## config.mk

```make
export PLATFORM = sky130hd
export DESIGN_NAME = weight_route_sched
export DESIGN_NICKNAME = d
export VERILOG_FILES = /design/src/rtl/weight_route_sched.sv
export SDC_FILE = /design/constraint.sdc
export NUM_CORES = 1
export LEC_CHECK = 0
export CAP_MARGIN = 25
export CELL_PAD_IN_SITES_DETAIL_PLACEMENT = 2
export CELL_PAD_IN_SITES_GLOBAL_PLACEMENT = 2
export CORE_MARGIN = 1
export CORE_UTILIZATION = 29
export DETAILED_ROUTE_END_ITERATION = 16
export GPL_ROUTABILITY_DRIVEN = 0
export PLACE_DENSITY_LB_ADDON = 0.1
export SKIP_CTS_REPAIR_TIMING = 1
export SYNTH_ARGS = -nofsm -noshare
export SYNTH_HDL_FRONTEND = slang
export SYNTH_SLANG_ARGS = --single-unit
```

## constraint.sdc

```tcl
create_clock -name i_clk -period 2.82 [get_ports i_clk]
set_input_delay 0.564 -clock i_clk [delete_from_list [all_inputs] [get_ports i_clk]]
set_output_delay 0.564 -clock i_clk [all_outputs]
set_load 0.02 [all_outputs]
```

## src/rtl/weight_route_sched.sv

```systemverilog
// Sequencer for the sequential weight router: walks a list of kernels stored
// back-to-back in weight SRAM, clearing, loading and streaming each one for a set number of passes.
module weight_route_sched #(
    parameter int ADDR_WIDTH = 8,
    parameter int CNT_WIDTH  = 8
) (
    input  logic                  i_clk,
    input  logic                  i_nrst,
    input  logic                  i_start,
    input  logic                  i_abort,
    input  logic [ADDR_WIDTH-1:0] i_base_addr,
    input  logic [ADDR_WIDTH-1:0] i_kernel_words,
    input  logic [ADDR_WIDTH-1:0] i_route_size,
    input  logic [CNT_WIDTH-1:0]  i_num_kernels,
    input  logic [CNT_WIDTH-1:0]  i_reuse_count,
    input  logic                  i_consumer_ready,
    input  logic                  i_route_ready,
    input  logic                  i_route_done,
    output logic                  o_reg_clear,
    output logic                  o_fifo_clear,
    output logic                  o_route_en,
    output logic                  o_data_out_en,
    output logic                  o_route_reuse,
    output logic [ADDR_WIDTH-1:0] o_start_addr,
    output logic [ADDR_WIDTH-1:0] o_addr_offset,
    output logic [ADDR_WIDTH-1:0] o_route_size,
    output logic [CNT_WIDTH-1:0]  o_kernel_idx,
    output logic [CNT_WIDTH-1:0]  o_pass_idx,
    output logic                  o_busy,
    output logic                  o_done
);

    localparam logic [3:0] S_IDLE      = 4'd0;
    localparam logic [3:0] S_CLEAR     = 4'd1;
    localparam logic [3:0] S_LOAD      = 4'd2;
    localparam logic [3:0] S_WAIT_CONS = 4'd3;
    localparam logic [3:0] S_STREAM    = 4'd4;
    localparam logic [3:0] S_REUSE     = 4'd5;
    localparam logic [3:0] S_NEXT      = 4'd6;
    localparam logic [3:0] S_DONE      = 4'd7;
    localparam logic [3:0] S_ABORT     = 4'd8;

    localparam logic [ADDR_WIDTH-1:0] ADDR_ONE = ADDR_WIDTH'(1);
    localparam logic [CNT_WIDTH-1:0]  CNT_ZERO = CNT_WIDTH'(0);
    localparam logic [CNT_WIDTH:0]    CNT_ONE  = (CNT_WIDTH+1)'(1);

    logic [3:0]            state_q,        state_d;
    logic [ADDR_WIDTH-1:0] kernel_words_q, kernel_words_d;
    logic [CNT_WIDTH-1:0]  num_kernels_q,  num_kernels_d;
    logic [CNT_WIDTH-1:0]  reuse_count_q,  reuse_count_d;
    logic [ADDR_WIDTH-1:0] start_addr_q,   start_addr_d;
    logic [ADDR_WIDTH-1:0] addr_offset_q,  addr_offset_d;
    logic [ADDR_WIDTH-1:0] route_size_q,   route_size_d;
    logic [CNT_WIDTH-1:0]  kernel_idx_q,   kernel_idx_d;
    logic [CNT_WIDTH-1:0]  pass_idx_q,     pass_idx_d;

    logic reg_clear_q,   reg_clear_d;
    logic fifo_clear_q,  fifo_clear_d;
    logic route_en_q,    route_en_d;
    logic data_out_en_q, data_out_en_d;
    logic route_reuse_q, route_reuse_d;
    logic busy_q,        busy_d;
    logic done_q,        done_d;

    logic             abort_s;
    logic [CNT_WIDTH:0] pass_inc_s;
    logic [CNT_WIDTH:0] kernel_inc_s;

    // Widened increments so the last-pass / last-kernel compares cannot overflow.
    assign pass_inc_s   = {1'b0, pass_idx_q} + CNT_ONE;
    assign kernel_inc_s = {1'b0, kernel_idx_q} + CNT_ONE;
    assign abort_s      = i_abort && (state_q != S_IDLE) && (state_q != S_ABORT);

    // Next-state and datapath register update; abort overrides every other event.
    always_comb begin
        state_d        = state_q;
        kernel_words_d = kernel_words_q;
        num_kernels_d  = num_kernels_q;
        reuse_count_d  = reuse_count_q;
        start_addr_d   = start_addr_q;
        addr_offset_d  = addr_offset_q;
        route_size_d   = route_size_q;
        kernel_idx_d   = kernel_idx_q;
        pass_idx_d     = pass_idx_q;

        if (abort_s) begin
            state_d      = S_ABORT;
            kernel_idx_d = CNT_ZERO;
            pass_idx_d   = CNT_ZERO;
        end else begin
            case (state_q)
                S_IDLE: begin
                    if (i_start) begin
                        kernel_words_d = i_kernel_words;
                        num_kernels_d  = i_num_kernels;
                        reuse_count_d  = i_reuse_count;
                        start_addr_d   = i_base_addr;
                        addr_offset_d  = i_kernel_words - ADDR_ONE;
                        route_size_d   = i_route_size;
                        kernel_idx_d   = CNT_ZERO;
                        pass_idx_d     = CNT_ZERO;
                        if ((i_num_kernels == CNT_ZERO) || (i_reuse_count == CNT_ZERO)) begin
                            state_d = S_DONE;
                        end else begin
                            state_d = S_CLEAR;
                        end
                    end else begin
                        state_d = S_IDLE;
                    end
                end
                S_CLEAR: state_d = S_LOAD;
                S_LOAD: begin
                    if (i_route_ready) begin
                        state_d = S_WAIT_CONS;
                    end else begin
                        state_d = S_LOAD;
                    end
                end
                S_WAIT_CONS: begin
                    if (i_consumer_ready) begin
                        state_d = S_STREAM;
                    end else begin
                        state_d = S_WAIT_CONS;
                    end
                end
                S_STREAM: begin
                    if (i_route_done) begin
                        if (pass_inc_s < {1'b0, reuse_count_q}) begin
                            pass_idx_d = pass_inc_s[CNT_WIDTH-1:0];
                            state_d    = S_REUSE;
                        end else begin
                            state_d = S_NEXT;
                        end
                    end else begin
                        state_d = S_STREAM;
                    end
                end
                S_REUSE: state_d = S_WAIT_CONS;
                S_NEXT: begin
                    pass_idx_d = CNT_ZERO;
                    if (kernel_inc_s == {1'b0, num_kernels_q}) begin
                        state_d = S_DONE;
                    end else begin
                        kernel_idx_d = kernel_inc_s[CNT_WIDTH-1:0];
                        start_addr_d = start_addr_q + kernel_words_q;
                        state_d      = S_CLEAR;
                    end
                end
                S_DONE:  state_d = S_IDLE;
                S_ABORT: state_d = S_IDLE;
                default: state_d = S_IDLE;
            endcase
        end
    end

    // Control outputs decoded from the upcoming state so they register in step with it.
    always_comb begin
        reg_clear_d   = (state_d == S_CLEAR) || (state_d == S_ABORT);
        fifo_clear_d  = (state_d == S_CLEAR) || (state_d == S_ABORT);
        route_en_d    = (state_d == S_LOAD);
        data_out_en_d = (state_d == S_STREAM);
        route_reuse_d = (state_d == S_REUSE);
        busy_d        = (state_d != S_IDLE);
        done_d        = (state_d == S_DONE);
    end

    // State, latched configuration and registered outputs.
    always_ff @(posedge i_clk or negedge i_nrst) begin
        if (!i_nrst) begin
            state_q        <= S_IDLE;
            kernel_words_q <= '0;
            num_kernels_q  <= '0;
            reuse_count_q  <= '0;
            start_addr_q   <= '0;
            addr_offset_q  <= '0;
            route_size_q   <= '0;
            kernel_idx_q   <= '0;
            pass_idx_q     <= '0;
            reg_clear_q    <= 1'b0;
            fifo_clear_q   <= 1'b0;
            route_en_q     <= 1'b0;
            data_out_en_q  <= 1'b0;
            route_reuse_q  <= 1'b0;
            busy_q         <= 1'b0;
            done_q         <= 1'b0;
        end else begin
            state_q        <= state_d;
            kernel_words_q <= kernel_words_d;
            num_kernels_q  <= num_kernels_d;
            reuse_count_q  <= reuse_count_d;
            start_addr_q   <= start_addr_d;
            addr_offset_q  <= addr_offset_d;
            route_size_q   <= route_size_d;
            kernel_idx_q   <= kernel_idx_d;
            pass_idx_q     <= pass_idx_d;
            reg_clear_q    <= reg_clear_d;
            fifo_clear_q   <= fifo_clear_d;
            route_en_q     <= route_en_d;
            data_out_en_q  <= data_out_en_d;
            route_reuse_q  <= route_reuse_d;
            busy_q         <= busy_d;
            done_q         <= done_d;
        end
    end

    assign o_reg_clear   = reg_clear_q;
    assign o_fifo_clear  = fifo_clear_q;
    assign o_route_en    = route_en_q;
    assign o_data_out_en = data_out_en_q;
    assign o_route_reuse = route_reuse_q;
    assign o_start_addr  = start_addr_q;
    assign o_addr_offset = addr_offset_q;
    assign o_route_size  = route_size_q;
    assign o_kernel_idx  = kernel_idx_q;
    assign o_pass_idx    = pass_idx_q;
    assign o_busy        = busy_q;
    assign o_done        = done_q;

endmodule

```

# ---- Word level (Yosys, flattened, before mapping)
# Index checks and enable logic that the tools add are counted.
dict set report totals {
  ff_bits 74
  in_bits 47
  out_inout_bits 47
  elab_cells 77
}
dict set report classes {
  addsub 4
  order_cmp 1
  n_eq_ne 20
  mux 20
  bitwise 1
  reduce_logical 16
}
# operator n
set ops {}
lappend ops {{$mux W8} 8}
lappend ops {{$pmux W8 S2} 2}
lappend ops {{$pmux W4 S7} 1}
lappend ops {{$eq A4 B3 Y1 const B} 6}
lappend ops {{$pmux W8 S3} 1}
lappend ops {{$add A8 B1 Y9 const B} 2}
lappend ops {{$logic_not A8 Y1} 2}
lappend ops {{$eq A4 B2 Y1 const B} 3}
lappend ops {{$mux W4} 3}
lappend ops {{$ne A3 B3 Y1 const B} 4}
lappend ops {{$reduce_bool A4 Y1} 3}
lappend ops {{$eq A9 B8 Y1} 1}
lappend ops {{$lt A9 B8 Y1} 1}
lappend ops {{$mux W3} 3}
lappend ops {{$add A8 B8 Y8} 1}
lappend ops {{$eq A4 B1 Y1 const B} 2}
lappend ops {{$reduce_and A4 Y1} 2}
lappend ops {{$sub A8 B1 Y8 const B} 1}
lappend ops {{$reduce_and A3 Y1} 2}
lappend ops {{$eq A4 B4 Y1 const B} 1}
lappend ops {{$logic_not A4 Y1} 1}
lappend ops {{$ne A2 B2 Y1 const B} 2}
lappend ops {{$ne A4 B4 Y1 const B} 1}
lappend ops {{$reduce_bool A3 Y1} 1}
lappend ops {{other kinds (6)} 8}

# ---- Logic depth before layout (Yosys ltp)
# Gate-level depths: netlist of the first run.
dict set report logic_depth {
  depth_word 8
  ltp_mapped 12
  ltp_nobuf 12
}

# ---- Least setup slack after synthesis of the first run
# Ideal clock, no wire load.
dict set report synth_path {
  kind {register to register}
  from {reg pass_idx_q[0], in the netlist o_pass_idx[0]}
  to {reg busy_q, in the netlist o_busy}
  setup_ps 139
  t_arrival_ps 3086
  required_time_ps 2681
  setup_slack_ps -404
  stages_incl_launch_ff 13
  path_buffers 0
  synth_period_minus_slack_ps 3224
  path_cell_list {dfrtp_1 ha_1 nand3_1 nor2_1 xor2_1 ha_1 a21oi_1 o22ai_1 a311oi_2 a21boi_0 o32ai_1 o31a_2 or4_1}
}
dict set report synth_via {
  elab_chain_len 7
}
# item line_no
set synth_rtl {}
lappend synth_rtl {{from (decl)} 55} ;# logic [CNT_WIDTH-1:0] pass_idx_q, pass_idx_d;
lappend synth_rtl {{from (signal assigned)} 195} ;# pass_idx_q <= pass_idx_d;
lappend synth_rtl {{$add A8 B1 Y9} 70} ;# assign pass_inc_s = {1'b0, pass_idx_q} + CNT_ONE;
lappend synth_rtl {{$lt A9 B8 Y1} 128} ;# if (pass_inc_s < {1'b0, reuse_count_q}) begin
lappend synth_rtl {{$mux W2} 128}
lappend synth_rtl {{$mux W4} 127} ;# if (i_route_done) begin
lappend synth_rtl {{$pmux W4 S7} 91} ;# case (state_q)
lappend synth_rtl {{$mux W4} 86} ;# if (abort_s) begin
lappend synth_rtl {{net state_d[1]} 47} ;# logic [3:0] state_q, state_d;
lappend synth_rtl {{$reduce_bool A4 Y1} 163} ;# busy_d = (state_d != S_IDLE);
lappend synth_rtl {{net busy_d} 62} ;# logic busy_q, busy_d;
lappend synth_rtl {{to (signal assigned)} 201} ;# busy_q <= busy_d;
lappend synth_rtl {{to (decl)} 62}
# The timed path passes the listed nets, and every way through them passes these cells.
# A chain may end at the register's enable or synchronous reset.

# ---- Worst setup path in the final report of the first run
dict set report layout_path {
  from {reg pass_idx_q[1], in the netlist o_pass_idx[1]}
  to {reg busy_q, in the netlist o_busy}
}
# Same word-level chain as after synthesis.

==> run_results.csv, run 1 <==
group,metric,value,unit
timing,normalized_max_slew_margin,55.0,%
yosys,yosys.cell_types.count,70,
yosys,syn_area_per_cell,10.3,sq um
yosys,register_area_share_after_synthesis,44.0,%
timing,setup_viol,3,
route,detailedRoute.firstIterationViolations,98,
power_and_ir_drop,pwr-share-seq,31.4,%
grt,wire_length_of_the_first_global_routing_pass,20700,microns
power_and_ir_drop,netSwitchingFraction,37.1,%
grt,global_route.overflow_total,0,
hold_path,hp-class,"input port to asynchronous set/reset pin",
setup_path,worst_r2r_startpoint,"o_pass_idx[1]",
clock_network,clkTransAtPathRegs,0.06,ns
setup_path,timing.critical_path.from,"o_pass_idx[1]",
yosys,post_synth_main_area_contributors,"sky130_fd_sc_hd__dfrtp_1, sky130_fd_sc_hd__mux2_2, sky130_fd_sc_hd__ha_1",
clock_network,cts_root_buf,"sky130_fd_sc_hd__clkbuf_16",
placed_design,dpl_worst_slack,-0.247,ns
die,floorplan.die_area,15000,sq um
clock_network,cts_tree,"yes",
setup_path,critical_path_peak_fanout,3,
outcome,violated_checks,"negative setup slack",
power_and_ir_drop,finalPower,5.66,mW
route,post-route-drc-count,0,
setup_path,worst_ep_arrival_time,3.21,ns
clock_network,cts_sinks,74,
final_layout,num-fill-cells,1468,
final_layout,drive_above_1_share,22.8,%
grt,grt_max_degree,43,
timing,final.min_clock_period,2.99,ns
setup_path,critPathLaunchType,"register",
timing,fin_crit_sh,106,%
route,final_routed_wirelength_across_all_metal_layers,12600,microns
timing,final_number_of_max_transition_violations,0,
grt,number_of_global_route_vias_before_repair,3944,
route,overall_via_count_from_detail_route,3528,
setup_path,largest_stage_delay_on_the_critical_path,0.48,ns
clock_network,htreeDepth,3,
setup_path,worstRegToRegCells,12,
clock_network,clockBufferDepth,2,
grt,globalRouteTotalUtil,18.2,%
grt,antenna_violations_before_repair,0,
setup_path,regToRegEndpoint,"o_busy",
placed_design,dp_hpwl,9570,microns
placed_design,place.port_buffers,93,
final_layout,antennaDiodeCount,0,
setup_path,worst_setup_path_endpoint,"o_busy",
yosys,synth-seq-cells,74,
route,routedWlPerCell,17.9,microns
die,core_area,14000,sq um
yosys,postSynthNetCount,472,
flow_run,maxCapViolCount,0,
final_layout,nets,583,
setup_path,critical_path.endpoint_type,"register",
power_and_ir_drop,vdd_ir_drop_max,459,uV
final_layout,post_layout_util,42.2,%
route,postRouteAntennaNets,0,
yosys,synthCells,407,
timing,rsz0062_at_grt,"true",
timing,fin_hold_ws,0.166,ns
setup_path,critical_path.cell_chain,"ha_4 -> nand3_4 -> nor2_4 -> xor2_2 -> ha_4 -> a21oi_2 -> o22ai_1 -> a311oi_2 -> a21boi_2 -> o32ai_2 -> o31a_2 -> or4_4",
yosys,synthesis.yosys.warnings,0,
route,detail_route.vias_per_cell,5.02,
timing,worst_pin_slew,0.672,ns
setup_path,ff2ff_setup_slack,-0.17,ns
outcome,outcome,"finished with violations",
clock_network,insertion_delay,0.34,ns
setup_path,worst-endpoint-required,3.03,ns
yosys,synth-async-reset-ratio,100,%
yosys,post_synth_edffs,0,
timing,final.setup.worst_slack,-0.175,ns
power_and_ir_drop,share_comb_of_total_power,45.9,%
timing,maximum_achievable_frequency,0.334,GHz
setup_path,crit_top_cell,"sky130_fd_sc_hd__ha_4",
die,initial_core_util,30.0,%
die,design.portCount,94,
die,die_width,123,microns
final_layout,synthToLayoutAreaGrowth,40.6,%
timing,finalClockSkew,0.00814,ns
power_and_ir_drop,switching_power,2.10,mW
power_and_ir_drop,internal_portion_of_total_power,3.56,mW
yosys,synth_top_area_cell,"sky130_fd_sc_hd__dfrtp_1",
power_and_ir_drop,p_leak,2.44,nW
route,detail_route.first_pass.iterations,4,
power_and_ir_drop,power.share.clock,22.7,%
yosys,synthFlopType,"sky130_fd_sc_hd__dfrtp_1",
yosys,synth.cell_area,4210,sq um
setup_path,setup.worst_path.class,"register to register",
yosys,synth.top_cell.area_share,44.0,%
setup_path,crit_slowest_cell,"sky130_fd_sc_hd__or4_4",
die,fp.dieH,123,microns
clock_network,cts-buffers-inserted,9,
power_and_ir_drop,power_per_cell_area,956,nW/um^2
timing,timing.final.hold_violations,0,
die,cell_rows,43,
worst max-delay path: cells and delay by family, from the launching register on:
family          cells  cell delay (ns)
compound gates      6             1.12
flops               1             0.41
simple gates        3             0.72
xor+xnor            1             0.23
fa+ha+maj           2             0.40
how the worst min path moves through the flow:
stage,start,endpoint,slack [ns],cells past startpoint
2_1_floorplan,i_nrst,kernel_words_q[0],0.27,0
3_3_place_gp,o_addr_offset[4],o_addr_offset[4],0.47,2
3_5_place_dp,o_addr_offset[6],o_addr_offset[6],0.47,2
4_1_cts,i_nrst,o_kernel_idx[4],0.19,1
5_1_grt,i_nrst,o_kernel_idx[4],0.21,1
6_report,i_nrst,o_kernel_idx[4],0.17,1
routing by layer:
layer  up-vias  GRT usage [%]  wire [microns]
met5         -              0               0
met4         0           4.42             107
met3         7           4.37             360
met2        59           31.1            6350
met1      1790           22.9            5790
li1       1672              -               -
logic make-up after synthesis:
logic type | after synthesis | share of synthesized area (%)
and+or+nand+nor | 129 | 16.8
muxes | 38 | 10.7
xor gates and xnor gates | 26 | 5.41
buffers and inverters | 37 | 3.77
adders and majority gates | 18 | 5.53
AOI/OAI and AO/OA | 85 | 13.8
DFF | 74 | 44.0
state kept, by name, indices dropped and copies added (netlist names):
register	cells
o_data_out_en	1
o_fifo_clear	1
o_done	1
o_kernel_idx	8
o_route_reuse	1
o_addr_offset	8
reuse_count_q	8
o_busy	1
o_pass_idx	8
o_start_addr	8
num_kernels_q	8
o_route_size	8
state_q	4
kernel_words_q	8
o_route_en	1
cell type report:
class,count,area (sq um),share of cell area (%)
inverter,18,67.6,1.14
sequential,74,1860,31.4
clock buffer,11,243,4.10
multi-input combinational,296,2300,38.9
timing repair buffer,119,1140,19.2
tap,180,225,3.80
clock inverter,5,85.1,1.44
Yosys cell counts (3+ instances only):
| master | number |
|---|---|
| sky130_fd_sc_hd__nor2b_1 | 4 |
| sky130_fd_sc_hd__o21ai_0 | 23 |
| sky130_fd_sc_hd__nand2b_1 | 12 |
| sky130_fd_sc_hd__nor3_1 | 6 |
| sky130_fd_sc_hd__xor2_1 | 10 |
| sky130_fd_sc_hd__ha_1 | 17 |
| sky130_fd_sc_hd__buf_4 | 4 |
| sky130_fd_sc_hd__and3_1 | 6 |
| sky130_fd_sc_hd__xnor2_1 | 16 |
| sky130_fd_sc_hd__nor4_1 | 6 |
| sky130_fd_sc_hd__o31ai_1 | 3 |
| sky130_fd_sc_hd__mux2_2 | 31 |
| sky130_fd_sc_hd__buf_2 | 4 |
| sky130_fd_sc_hd__o21ai_1 | 9 |
| sky130_fd_sc_hd__nand3_1 | 15 |
| sky130_fd_sc_hd__inv_1 | 17 |
| sky130_fd_sc_hd__mux2_4 | 6 |
| sky130_fd_sc_hd__o22ai_1 | 3 |
| sky130_fd_sc_hd__nor2_1 | 15 |
| sky130_fd_sc_hd__clkbuf_1 | 11 |
| sky130_fd_sc_hd__dfrtp_1 | 74 |
| sky130_fd_sc_hd__nand3b_1 | 3 |
| sky130_fd_sc_hd__nand2_1 | 41 |
| sky130_fd_sc_hd__a31oi_1 | 4 |
| sky130_fd_sc_hd__a21oi_1 | 16 |
metrics by stage:
| step | std cells | instance area (sq um) | TNS, ns |
|---|---|---|---|
| after CTS | 699 | 5800 | -0.427 |
| after global routing | 703 | 5920 | -0.959 |
| after detailed placement | 683 | 5480 | -0.341 |
| final | 703 | 5920 | -0.382 |
| after global placement | 683 | 5480 | -0.0628 |
| after floorplan | 407 | 4240 | -0.158 |
placed cells by master, fill, tap and decap left out, drive strengths merged, types with 2 or more instances in the layout:
master	n
clkbuf	11
nor4	6
bufinv	2
clkdlybuf4s50	92
a21boi	2
nand2	42
nand2b	12
o21ai	33
xnor2	16
xor2	10
a31oi	4
o31ai	4
dfrtp	74
inv	20
nor2b	4
ha	17
and3	6
a21oi	18
nor3	7
or4	2
a2111oi	3
buf	27
and2	3
a2bb2oi	2
nor2	16
a221oi	2
o22ai	3
nand3	16
mux2	37
or3	3
nor4b	2
nand3b	3
power by group through the flow:
stage	clock network (mW)	registers, mW	logic, mW
after floorplan	0	1.91	1.45
after global placement	0	1.78	2.47
after detailed placement	0	1.80	2.56
after CTS	1.32	1.78	2.59
after global routing	1.37	1.83	2.85
final	1.28	1.77	2.60
Note: power is estimated with default switching activity, not from simulation.
==> run 2, diff against run 1 <==
--- a/config.mk
+++ b/config.mk
@@ -8,12 +8,13 @@
 export CAP_MARGIN = 25
 export CELL_PAD_IN_SITES_DETAIL_PLACEMENT = 2
 export CELL_PAD_IN_SITES_GLOBAL_PLACEMENT = 2
-export CORE_MARGIN = 1
+export CORE_MARGIN = 2
 export CORE_UTILIZATION = 29
 export DETAILED_ROUTE_END_ITERATION = 16
 export GPL_ROUTABILITY_DRIVEN = 0
-export PLACE_DENSITY_LB_ADDON = 0.1
+export PLACE_DENSITY_LB_ADDON = 0.2
 export SKIP_CTS_REPAIR_TIMING = 1
+export SLEW_MARGIN = 20
 export SYNTH_ARGS = -nofsm -noshare
 export SYNTH_HDL_FRONTEND = slang
 export SYNTH_SLANG_ARGS = --single-unit
==> run 2 against run 1 <==
Largest power group unchanged. Global-route usage down 0.59 points. Critical path type unchanged. Sequential share of layout area down 0.35 points. Flip-flop and latch count unchanged. First-iteration DRC count up 30%. Total power up 2.0%. Critical path depth unchanged. Combinational power about the same. Largest cell class unchanged. Sequential power about the same. Hold slack better by 0.041 ns. Clock power up 5%. Count of clock-buffer cells in the layout down 1. The run still ends with negative setup slack left.
==> run_results.csv, run 2 (synthesized netlist as in run 1, its figures left out) <==
group,metric,value,unit
power_and_ir_drop,finalPower,5.77,mW
final_layout,most_frequent_standard_cell_in_the_layout_excluding_fill_and_tap_cells,"sky130_fd_sc_hd__clkdlybuf4s50_1",
placed_design,dpl_worst_slack,-0.236,ns
route,detailedRoute.firstIterationViolations,127,
setup_path,worst_ep_arrival_time,3.35,ns
timing,rsz0062_at_grt,"true",
die,cell_rows,44,
outcome,outcome,"finished with violations",
timing,timing.final.hold_violations,0,
clock_network,cts_tree,"yes",
route,overall_via_count_from_detail_route,3574,
timing,normalized_max_slew_margin,55.2,%
final_layout,synthToLayoutAreaGrowth,42.2,%
route,route.layer.met1.wl,5770,microns
clock_network,htreeDepth,3,
clock_network,cts_sinks,74,
die,core_area,14400,sq um
clock_network,insertion_delay,0.35,ns
route,met2_length,6900,microns
route,final_routed_wirelength_across_all_metal_layers,13300,microns
clock_network,clockBufferDepth,2,
die,fp.dieH,125,microns
final_layout,antennaDiodeCount,0,
setup_path,critical_path.endpoint_type,"register",
setup_path,critPathLaunchType,"register",
grt,globalRouteTotalUtil,17.6,%
route,post-route-drc-count,0,
route,detail_route.first_pass.iterations,4,
final_layout,final_cell_mix,"sky130_fd_sc_hd__clkdlybuf4s50_1, sky130_fd_sc_hd__dfrtp_1, sky130_fd_sc_hd__nand2_1",
placed_design,dp_hpwl,9650,microns
setup_path,critical_path_peak_fanout,3,
route,routedWlPerCell,18.7,microns
timing,setup_viol,5,
placed_design,place.port_buffers,93,
die,design.portCount,94,
grt,wire_length_of_the_first_global_routing_pass,21700,microns
die,die_width,125,microns
timing,finalClockSkew,0.00559,ns
timing,maximum_achievable_frequency,0.319,GHz
final_layout,num-fill-cells,1532,
clock_network,cts_root_buf,"sky130_fd_sc_hd__clkbuf_16",
setup_path,worst-endpoint-required,3.04,ns
final_layout,post_layout_util,41.7,%
power_and_ir_drop,vdd_ir_drop_max,497,uV
timing,final.setup.worst_slack,-0.311,ns
grt,number_of_global_route_vias_before_repair,4107,
outcome,violated_checks,"negative setup slack",
power_and_ir_drop,power_per_cell_area,963,nW/um^2
flow_run,maxCapViolCount,0,
grt,global_route.overflow_total,0,
timing,final_number_of_max_transition_violations,0,
hold_path,hp-class,"input port to asynchronous set/reset pin",
grt,grt_max_degree,52,
route,detail_route.vias_per_cell,5.02,
timing,worst_pin_slew,0.668,ns
die,floorplan.die_area,15500,sq um
die,initial_core_util,29.3,%
placed_design,placedInstanceArea,5500,sq um
timing,fin_hold_ws,0.208,ns
route,routed-wl-met3,444,microns
final_layout,nets,588,
route,postRouteAntennaNets,0,
setup_path,setup.worst_path.class,"register to register",
route,highest_layer,"met4",
final_layout,post-route-cell-area,5990,sq um
clock_network,cts-buffers-inserted,9,
final_layout,drive_above_1_share,23.5,%
timing,fin_crit_sh,111,%
clock_network,clkTransAtPathRegs,0.06,ns
timing,final.min_clock_period,3.13,ns
timing,setup-tns-final,-0.657,ns
placed_design,dp.cells,690,
final_layout,finish.cell_count_without_fillers,712,
grt,antenna_violations_before_repair,0,
power_and_ir_drop,p_leak,2.49,nW
run 2: power by group:
group | switching (mW) | internal (mW)
clock | 0.482 | 0.870
combinational | 1.32 | 1.31
sequential | 0.329 | 1.46
total | 2.13 | 3.63
run 2: worst paths after layout:
| path | to | start | cells past startpoint | slack, ns |
|---|---|---|---|---|
| max | o_busy | o_pass_idx[0] | 12 | -0.31 |
| min | o_kernel_idx[4] | i_nrst | 1 | 0.21 |
| max reg2reg | o_busy | o_pass_idx[0] | 12 | -0.31 |
| min reg2reg | o_addr_offset[6] | o_addr_offset[6] | 2 | 0.48 |
| max in group asynchronous | reuse_count_q[6] | i_nrst | 2 | 1.90 |
| min in group i_clk | o_addr_offset[6] | o_addr_offset[6] | 2 | 0.48 |
run 2: critical path, cell delays in order, from the launching register on:
cell and delay [ns]:
sky130_fd_sc_hd__dfrtp_2 0.40, sky130_fd_sc_hd__nand2_1 0.09, sky130_fd_sc_hd__nor2_2 0.19, sky130_fd_sc_hd__and3_4 0.22
sky130_fd_sc_hd__xor2_2 0.18, sky130_fd_sc_hd__ha_1 0.29, sky130_fd_sc_hd__nand3_2 0.10, sky130_fd_sc_hd__o22ai_1 0.10
sky130_fd_sc_hd__a311oi_2 0.30, sky130_fd_sc_hd__a21boi_2 0.24, sky130_fd_sc_hd__o32ai_2 0.11, sky130_fd_sc_hd__o31a_2 0.31
sky130_fd_sc_hd__or4_1 0.46
run 2: per-layer routing:
metal	GRT usage [%]	vias to the layer above
li1	-	1676
met1	21.4	1817
met2	30.6	65
met3	4.77	16
met4	4.96	0
met5	0	-
run 2: area by class of cell:
type	instances	area (sq um)	area share, %
well taps	184	230	3.85
multi-input cells	296	2320	38.7
flip-flops and latches	74	1860	31.0
inverters	18	67.6	1.13
repair buffers	124	1170	19.6
clock inverters	6	113	1.88
clock buffers	10	229	3.82
